### config.mk
export PLATFORM = sky130hd
export DESIGN_NAME = cascade_count_ctrl
export DESIGN_NICKNAME = d
export VERILOG_FILES = /design/src/rtl/cascade_cnt_pkg.sv /design/src/rtl/cnt_stage.sv /design/src/rtl/cascade_count_ctrl.sv
export SDC_FILE = /design/constraint.sdc
export NUM_CORES = 1
export LEC_CHECK = 0
export ABC_AREA = 0
export BUFFER_PORTS_ARGS = -buffer_cell sky130_fd_sc_hd__buf_2
export CAP_MARGIN = 20
export CORE_AREA = 2 2 39 41
export CTS_BUF_LIST = sky130_fd_sc_hd__clkbuf_4
export CTS_CLUSTER_DIAMETER = 150
export DETAILED_ROUTE_END_ITERATION = 16
export DIE_AREA = 0 0 41 43
export PLACE_DENSITY = 0.76
export SLEW_MARGIN = 20
export SYNTH_ARGS = -nofsm -noshare
export SYNTH_HDL_FRONTEND = slang
export SYNTH_HIERARCHICAL = 1
export SYNTH_SLANG_ARGS = --single-unit
### constraint.sdc
create_clock -name clk -period 4.1 [get_ports clk]
set_input_delay 0.615 -clock clk [delete_from_list [all_inputs] [get_ports clk]]
set_output_delay 0.615 -clock clk [all_outputs]
set_load 0.005 [all_outputs]
### src/rtl/cascade_cnt_pkg.sv
// Shared types for the cascaded counter sequencer.
// State encoding is visible on the state output port.
package cascade_cnt_pkg;

  localparam int ST_W = 2;

  typedef enum logic [ST_W-1:0] {
    ST_IDLE  = 2'b00,
    ST_RUN   = 2'b01,
    ST_PAUSE = 2'b10,
    ST_DONE  = 2'b11
  } state_t;

endpackage

### src/rtl/cnt_stage.sv
// Loadable up/down counter stage with synchronous enable.
// load has priority over en.
module cnt_stage #(
  parameter int unsigned          WIDTH    = 4,
  parameter bit                   DIR      = 1'b1,
  parameter logic [WIDTH-1:0]     LOAD_VAL = '0
) (
  input  logic             clk,
  input  logic             reset,
  input  logic             en,
  input  logic             load,
  output logic [WIDTH-1:0] q
);

  always_ff @(posedge clk or posedge reset) begin
    if (reset)
      q <= LOAD_VAL;
    else if (load)
      q <= LOAD_VAL;
    else if (en)
      q <= DIR ? q + 1'b1 : q - 1'b1;
  end

endmodule

### src/rtl/cascade_count_ctrl.sv
// Start/pause/clear sequencer for an up-counter A feeding
// a down-counter B through a synchronous step enable.
module cascade_count_ctrl
  import cascade_cnt_pkg::*;
#(
  parameter int unsigned      WIDTH       = 4,
  parameter logic [WIDTH-1:0] A_TICK_MASK = 4'b0011,
  parameter logic [WIDTH-1:0] B_INIT      = 4'hF
) (
  input  logic             clk,
  input  logic             reset,
  input  logic             clear,
  input  logic             start,
  input  logic             stop,
  output logic [WIDTH-1:0] cnt_a,
  output logic [WIDTH-1:0] cnt_b,
  output logic             b_step,
  output logic             busy,
  output logic             done,
  output logic [ST_W-1:0]  state
);

  localparam logic [WIDTH-1:0] B_ONE = {{(WIDTH-1){1'b0}}, 1'b1};

  state_t st, st_nx;
  logic   go, tick, run_en, restart;
  logic   load_cnt;

  assign go      = start & ~stop;
  assign tick    = (cnt_a & A_TICK_MASK) == A_TICK_MASK;
  assign run_en  = (st == ST_RUN) & ~stop & ~clear;
  assign b_step  = run_en & tick;
  assign restart = (st == ST_DONE) & go & ~clear;
  assign load_cnt = clear | restart;

  always_comb begin
    st_nx = st;
    if (clear) begin
      st_nx = ST_IDLE;
    end else begin
      unique case (st)
        ST_IDLE:  if (go) st_nx = ST_RUN;
        ST_RUN: begin
          if (stop)
            st_nx = ST_PAUSE;
          else if (b_step && cnt_b == B_ONE)
            st_nx = ST_DONE;
        end
        ST_PAUSE: if (go) st_nx = ST_RUN;
        ST_DONE:  if (go) st_nx = ST_RUN;
        default:  st_nx = ST_IDLE;
      endcase
    end
  end

  always_ff @(posedge clk or posedge reset) begin
    if (reset)
      st <= ST_IDLE;
    else
      st <= st_nx;
  end

  cnt_stage #(
    .WIDTH    (WIDTH),
    .DIR      (1'b1),
    .LOAD_VAL ('0)
  ) u_a (
    .clk   (clk),
    .reset (reset),
    .en    (run_en),
    .load  (load_cnt),
    .q     (cnt_a)
  );

  cnt_stage #(
    .WIDTH    (WIDTH),
    .DIR      (1'b0),
    .LOAD_VAL (B_INIT)
  ) u_b (
    .clk   (clk),
    .reset (reset),
    .en    (b_step),
    .load  (load_cnt),
    .q     (cnt_b)
  );

  assign state = st;
  assign busy  = (st == ST_RUN) | (st == ST_PAUSE);
  assign done  = (st == ST_DONE);

endmodule

==> summary.md, run 1 <==
| Metric | Value |
|---|---|
| Worst-Margin Slew | just under 0.7 ns |
| Clk_lat worst skew | approximately 0.26 ns |
| Row Count | 14 |
| Power, Total | ~0.2 mW |
| Period utilisation layout | 57.5% |
| Final antenna-violating net count | 0 |
| Dpl ws | 1.88 ns |
| Die area | 1760 um2 |
| Ys flop type | dfrtp_1 |
| Total Routing Usage GR | 17.7% |
| First-pass GRT wire length | 2050 um |
| Clock transition at path regs | 0.07 ns |
| Post-route DRC | 0 |
| GPL Wtd Cong | roughly 0.72 |
| Final worst setup slack | approximately 1.7 ns |
| CP max stage delay | 0.42 ns |
| H-tree depth | 1 |
| WP data arrival | 1.74 ns |
| CTS Root Cell | clkbuf_4 |
| Max Slew Vio Count | 0 |
| Crit-path leading delay family | simple AND/OR/NAND/NOR gates |
| TritonRoute pass-1 iters | 4 |
| Placed Area | 751 um2 |
| Post-Syn Area per Cell | roughly 10 um2 |
| Share of cells above drive strength 1 | between 30% and 40% |
| FMAX | around 0.42 GHz |
| Buffers and inverters on the worst path | 3 |
| Clock Skew | 0.00794 ns |
| Req. time, crit path | 3.48 ns |
| Critical Path Source Type | register |
| Num CTS Buffers | 3 |
| CP startpoint | state[1]$_DFFE_PP0P_ |
| Slowest CP cell | dfrtp_1 |
| Pwr dens | between 200 and 300 nW/um2 |
| DPL Wire Length | around 920 um |
| CTS tree | done |
| Final Hold Vio Count | 0 |
| Fin crit period | ~2.4 ns |
| CTS hold repair buffers | 0 |
| Antenna violations before repair | 0 |
| YS warnings | 6 |
| RSZ-0062 raised after global routing | false |
| Worst VDD drop | 0.190 mV |
| Die Y | 43 um |
| Initial DRC Count | 5 |
| Routed vias/inst | between 5 and 6 |
| Number of global-route vias before repair | 503 |
| Post-cts resize count | 0 |
| R2R cell count | 7 |
| IO Port Bufs | 17 |
| Inserted Diodes | 0 |
| Setup repair bufs after CTS | 0 |
| Outcome | finished clean |
| Area Overhead vs Synth | 21.8% |
| Flip-flop and latch area | 255 um2 |
| CTS sink count | 10 |
| Critical setup path kind | register to output port |
| GR Overflow Total | 0 |
| Multi-input logic area | around 350 um2 |
| Drt wl/cell | 11.7 um |
| Initial core utilization | 46.1% |
| Reg2Reg Setup Slack | 2.24 ns |
| Pleak | 0.415 nW |
| Final instance area | 777 um2 |
| Setup TNS | 0 ns |
| Worst-path cell chain | inv_1 -> ha_1 -> nor3b_1 -> buf_4 -> and3_1 -> buf_2 |
| Crit Reg-Reg Startpoint | state[1]$_DFFE_PP0P_ |
| Synthesized area | roughly 640 um2 |
| Vias | 500 |
| Setup violations, final | 0 |
| Final nets | 94 |
| Register area share after synthesis | 40.0% |
| Crit-path max FO | 8 |
| Die extent in x | 41 um |
| Number of synthesized flops with an enable pin | 0 |
| Worst rel slew slack | 54.9% |
| Core area | 1380 um2 |
| Fillers | around 140 |
| Cells after synthesis | 61 |
| Post-synthesis register bit count | 10 |
| CTS Buffer Depth | 2 |
| Worst hold-check path type | input port to async pin |
| Max_cap viols | 0 |
| Syn nets | between 70 and 80 |
| Final wirelength | 1160 um |
| Worst R2R End | u_b/q[3]$_DFFE_PP1P_ |
| Post-synth ARST share | 100% |
| Synth cell types | 26 |
| Critical Path Sink Type | output port |
| Largest net degree at the start of global routing | 11 |
| I/O pins | 18 |
==> through the flow <==
stage | hold WS [ns] | instances | util [%]
2_1_floorplan | 0.356 | 61 | -
3_3_place_gp | 0.494 | 95 | 54.2
3_5_place_dp | 0.502 | 95 | 54.2
4_1_cts | 0.210 | 99 | 56.1
5_1_grt | 0.221 | 99 | 56.1
6_report | 0.219 | 99 | 56.1
==> layout by cell type (no fill, tap or decap), drive strengths merged, types with 3 or more instances in the layout <==
cell	netlist	layout
clkbuf	0	3
o21bai	3	3
ha	5	5
nor2	4	4
inv	9	9
nand2b	4	4
buf	0	18
dfrtp	6	6
dfstp	4	4
==> cell usage after synthesis (3+ instances only) <==
cell / n / area share (%)
ha_1: 5 / 9.8
nor2_1: 4 / 2.4
inv_1: 9 / 5.3
dfstp_2: 4 / 16
nand2b_1: 4 / 3.9
dfrtp_1: 6 / 24
o21bai_1: 3 / 3.5
==> logic make-up (layout without fill, tap and decap cells) <==
kind of cell / Yosys count / in the layout / synth area share [%]
mux: 3 / 3 / 5.49
fa+ha+maj: 5 / 5 / 9.80
buf+inv: 9 / 31 / 5.29
simple gates: 21 / 21 / 22.9
xor+xnor: 2 / 2 / 2.75
compound gates: 11 / 11 / 13.7
flops: 10 / 10 / 40.0
==> worst max-delay path by stage <==
stage                  end  depth (start not counted)
global placement    b_step                          5
CTS                 b_step                          6
global route        b_step                          6
detailed placement  b_step                          5
finish              b_step                          6
floorplan           b_step                          2
==> layer usage <==
layer / GRT usage [%] / share of wire [%] / vias to the layer above
met5: 0 / 0 / -
met4: 10.0 / 1.0 / 0
met3: 4.71 / 2.3 / 2
met2: 25.9 / 51 / 7
met1: 22.7 / 46 / 237
li1: - / - / 254
==> power by group <==
part	internal [mW]	total [mW]	leakage [nW]	switching, mW
sequential	0.101	0.105	0.124	0.00351
combinational	0.0118	0.0250	0.275	0.0132
clock	0.0351	0.0682	0.0154	0.0331
==> state kept, by name (all words and copies together), names as in the netlist <==
name,cells
state,2
u_a/q,4
u_b/q,4
==> area by class of cell <==
class                      instances  area share, %
timing repair buffer              18           11.9
multi-input combinational         42           44.9
clock inverter                     1          0.483
inverter                           9           4.35
clock buffer                       3           2.90
tap                               16           2.58
sequential                        10           32.9
Note: power is estimated with default switching activity, not from simulation.
==> inputs of run 2 (changes only) <==
--- a/config.mk
+++ b/config.mk
@@ -8,12 +8,11 @@
 export ABC_AREA = 0
 export BUFFER_PORTS_ARGS = -buffer_cell sky130_fd_sc_hd__buf_2
 export CAP_MARGIN = 20
-export CORE_AREA = 2 2 39 41
+export CORE_UTILIZATION = 47
 export CTS_BUF_LIST = sky130_fd_sc_hd__clkbuf_4
 export CTS_CLUSTER_DIAMETER = 150
 export DETAILED_ROUTE_END_ITERATION = 16
-export DIE_AREA = 0 0 41 43
-export PLACE_DENSITY = 0.76
+export PLACE_DENSITY = 0.78
 export SLEW_MARGIN = 20
 export SYNTH_ARGS = -nofsm -noshare
 export SYNTH_HDL_FRONTEND = slang
==> constraint.sdc (replaced) <==
create_clock -name clk -period 1.95 [get_ports clk]
set_input_delay 0.2925 -clock clk [delete_from_list [all_inputs] [get_ports clk]]
set_output_delay 0.2925 -clock clk [all_outputs]
set_load 0.005 [all_outputs]
==> run 2 against run 1 <==
Net effect: first-iteration DRC count stayed put; global-route usage is 0.16 points lower; non-clock buffer count is 2 higher; combinational power is 130% higher; count of clock-buffer cells in the layout stayed put; utilization is 11 points higher; hold slack better by 0.035 ns; via count is 2.6% lower; critical endpoint unchanged; die area is 14% lower; clock skew is 0.0043 ns lower.
==> summary.md, run 2 (synthesis results as in run 1) <==
| Metric | Value |
|---|---|
| Clock transition at path regs | 0.06 ns (about the same) |
| Critical setup path kind | register to output port |
| Pwr dens | 519 nW/um2 (+100%) |
| Max Slew Vio Count | 0 (unchanged) |
| Routed vias/inst | 4.92 (-2.6%) |
| Fillers | 97 (-29%) |
| Num CTS Buffers | 3 (unchanged) |
| CTS tree | done |
| IO Port Bufs | 17 (unchanged) |
| Die area | 1510 um2 (-14%) |
| Inst Count DP | 94 (-1.1%) |
| Setup TNS | 0 ns (unchanged) |
| Setup violations, final | 0 (unchanged) |
| Fin util | 67.2% (+11 points) |
| Critical Path Source Type | register |
| FMAX | roughly 0.55 GHz |
| Placed Area | 761 um2 (+1.3%) |
| Final antenna-violating net count | 0 (unchanged) |
| Vias | 487 (-2.6%) |
| Worst VDD drop | 0.391 mV (+110%) |
| CP max stage delay | 0.42 ns (about the same) |
| WP data arrival | 1.53 ns (-0.21 ns) |
| GPL Wtd Cong | 0.689 (-3.9%) |
| Crit-path max FO | 7 (-1) |
| Clk_lat worst skew | 0.25 ns (about the same) |
| Outcome | finished clean |
| Non-filler cells, final | 99 (unchanged) |
| Inserted Diodes | 0 (unchanged) |
| Dpl ws | 0.313 ns (-1.57 ns) |
| Final nets | 96 (+2.1%) |
| I/O pins | 18 (unchanged) |
| Largest net degree at the start of global routing | 9 (-2) |
| HP Start | clear |
| Hold-critical path endpoint | state[0]$_DFFE_PP0P_ |
| Die extent in x | 38.8 um (-5.3%) |
| R2R cell count | 6 (-1) |
| Req. time, crit path | 1.66 ns (-1.82 ns) |
| CTS Root Cell | clkbuf_4 |
| Antenna violations before repair | 0 (unchanged) |
| Slowest CP cell | dfrtp_1 |
| CTS Buffer Depth | 2 (unchanged) |
| Crit Reg-Reg Startpoint | state[1]$_DFFE_PP0P_ |
| Clock Skew | 0.00367 ns (-0.00426 ns) |
| Critical Path Sink Type | output port |
| Commonest non-fill, non-tap cell in the layout | buf_2 |
| CTS sink count | 10 (unchanged) |
| Setup repair bufs after CTS | 0 (unchanged) |
| Worst-Margin Slew | 0.321 ns (-0.354 ns) |
| Number of global-route vias before repair | 430 (-15%) |
| Final hold slack | 0.254 ns (+0.0353 ns) |
| Total Routing Usage GR | 17.6% (-0.16 points) |
| GR Overflow Total | 0 (unchanged) |
| Share of cells above drive strength 1 | 38.8% (+1.5 points) |
| Pleak | 0.426 nW (+2.5%) |
| Final Hold Vio Count | 0 (unchanged) |
| Fin crit period | 1.82 ns |
| First-pass GRT wire length | 1770 um (-14%) |
| TritonRoute pass-1 iters | 3 (-1) |
| Final instance area | 797 um2 (+2.6%) |
| Final worst setup slack | 0.125 ns (-1.62 ns) |
| Post-route DRC | 0 (unchanged) |
| RSZ-0062 raised after global routing | false |
| Hold depth | 2 |
| Commonest cells after routing, fill and taps aside | buf_2, inv_1, dfrtp_1, ha_1 |
| Power, Total | 0.414 mW (+110%) |
| Worst hold-check path type | input port to register |
| Initial DRC Count | 5 (unchanged) |
| Core area | 1190 um2 (-14%) |
| Max_cap viols | 0 (unchanged) |
| Reg2Reg Setup Slack | 0.30 ns (-1.94 ns) |
| Initial core utilization | 53.8% (+7.7 points) |
| H-tree depth | 1 (unchanged) |
| DPL Wire Length | 885 um (-3.6%) |
| Area Overhead vs Synth | 24.9% |
| Worst R2R End | u_b/q[3]$_DFFE_PP1P_ |
| Die Y | 38.8 um (-9.7%) |
| Row Count | 12 (-2) |
| Drt wl/cell | 11.2 um (-4.3%) |
| Final wirelength | 1110 um (-4.3%) |
| Period utilisation layout | 93.6% |
| Worst rel slew slack | 78.5% (+24 points) |
| Worst-path cell chain | inv_1 -> ha_1 -> nor3b_2 -> and3_1 -> buf_2 |
[run 2: cell count changes in the layout (fill, tap and decap cells not counted)]
cell           change
dlygate4sd3_1      +1
nor3b_1            -1
nor3b_2            +1
buf_4              +1
[run 2: worst max-delay path, delay by kind of cell, from the launching register on]
| family | cells | cell delay (ns) |
|---|---|---|
| simple gates | 2 | 0.47 |
| flops | 1 | 0.42 |
| buf+inv | 2 | 0.25 |
| fa+ha+maj | 1 | 0.14 |
[run 2: layout make-up]
| cell class | count | area [um2] | share of cell area (%) |
|---|---|---|---|
| flip-flops and latches | 10 | 255 | 32.0 |
| multi-input cells | 42 | 354 | 44.4 |
| clock buffers | 3 | 22.5 | 2.83 |
| inverters | 9 | 33.8 | 4.24 |
| clock inverters | 1 | 3.75 | 0.471 |
| repair buffers | 20 | 110 | 13.8 |
| well taps | 14 | 17.5 | 2.20 |
[run 2: how the worst max path moves through the flow]
stage,startpoint,endpoint,slack [ns],cells past startpoint
after floorplan,state[1]$_DFFE_PP0P_,u_b/q[3]$_DFFE_PP1P_,0.14,6
after global placement,u_b/q[0]$_DFFE_PP1P_,state[0]$_DFFE_PP0P_,0.35,3
after detailed placement,state[1]$_DFFE_PP0P_,u_b/q[3]$_DFFE_PP1P_,0.31,6
after CTS,state[1]$_DFFE_PP0P_,b_step,0.11,5
after global routing,state[1]$_DFFE_PP0P_,b_step,0.02,5
final,state[1]$_DFFE_PP0P_,b_step,0.13,5
[run 2: layer usage]
layer	vias to the layer above	wire length, um	global-route usage [%]
li1	255	-	-
met1	218	600	24.0
met2	12	463	25.4
met3	2	39	1.73
met4	0	10	12.9
met5	-	0	0
[run 2: repair_timing]
item / in CTS / in global routing
hold buffers: 1 / 0
hold endpoints to repair: 6 / 0
gates resized for setup: 0 / 0
[run 2: power by group]
group	leakage [nW]	switching, mW	total (mW)	internal, mW
combinational	0.286	0.0292	0.0570	0.0278
clock	0.0154	0.0632	0.137	0.0736
sequential	0.124	0.00718	0.220	0.213
total	0.426	0.0996	0.414	0.314
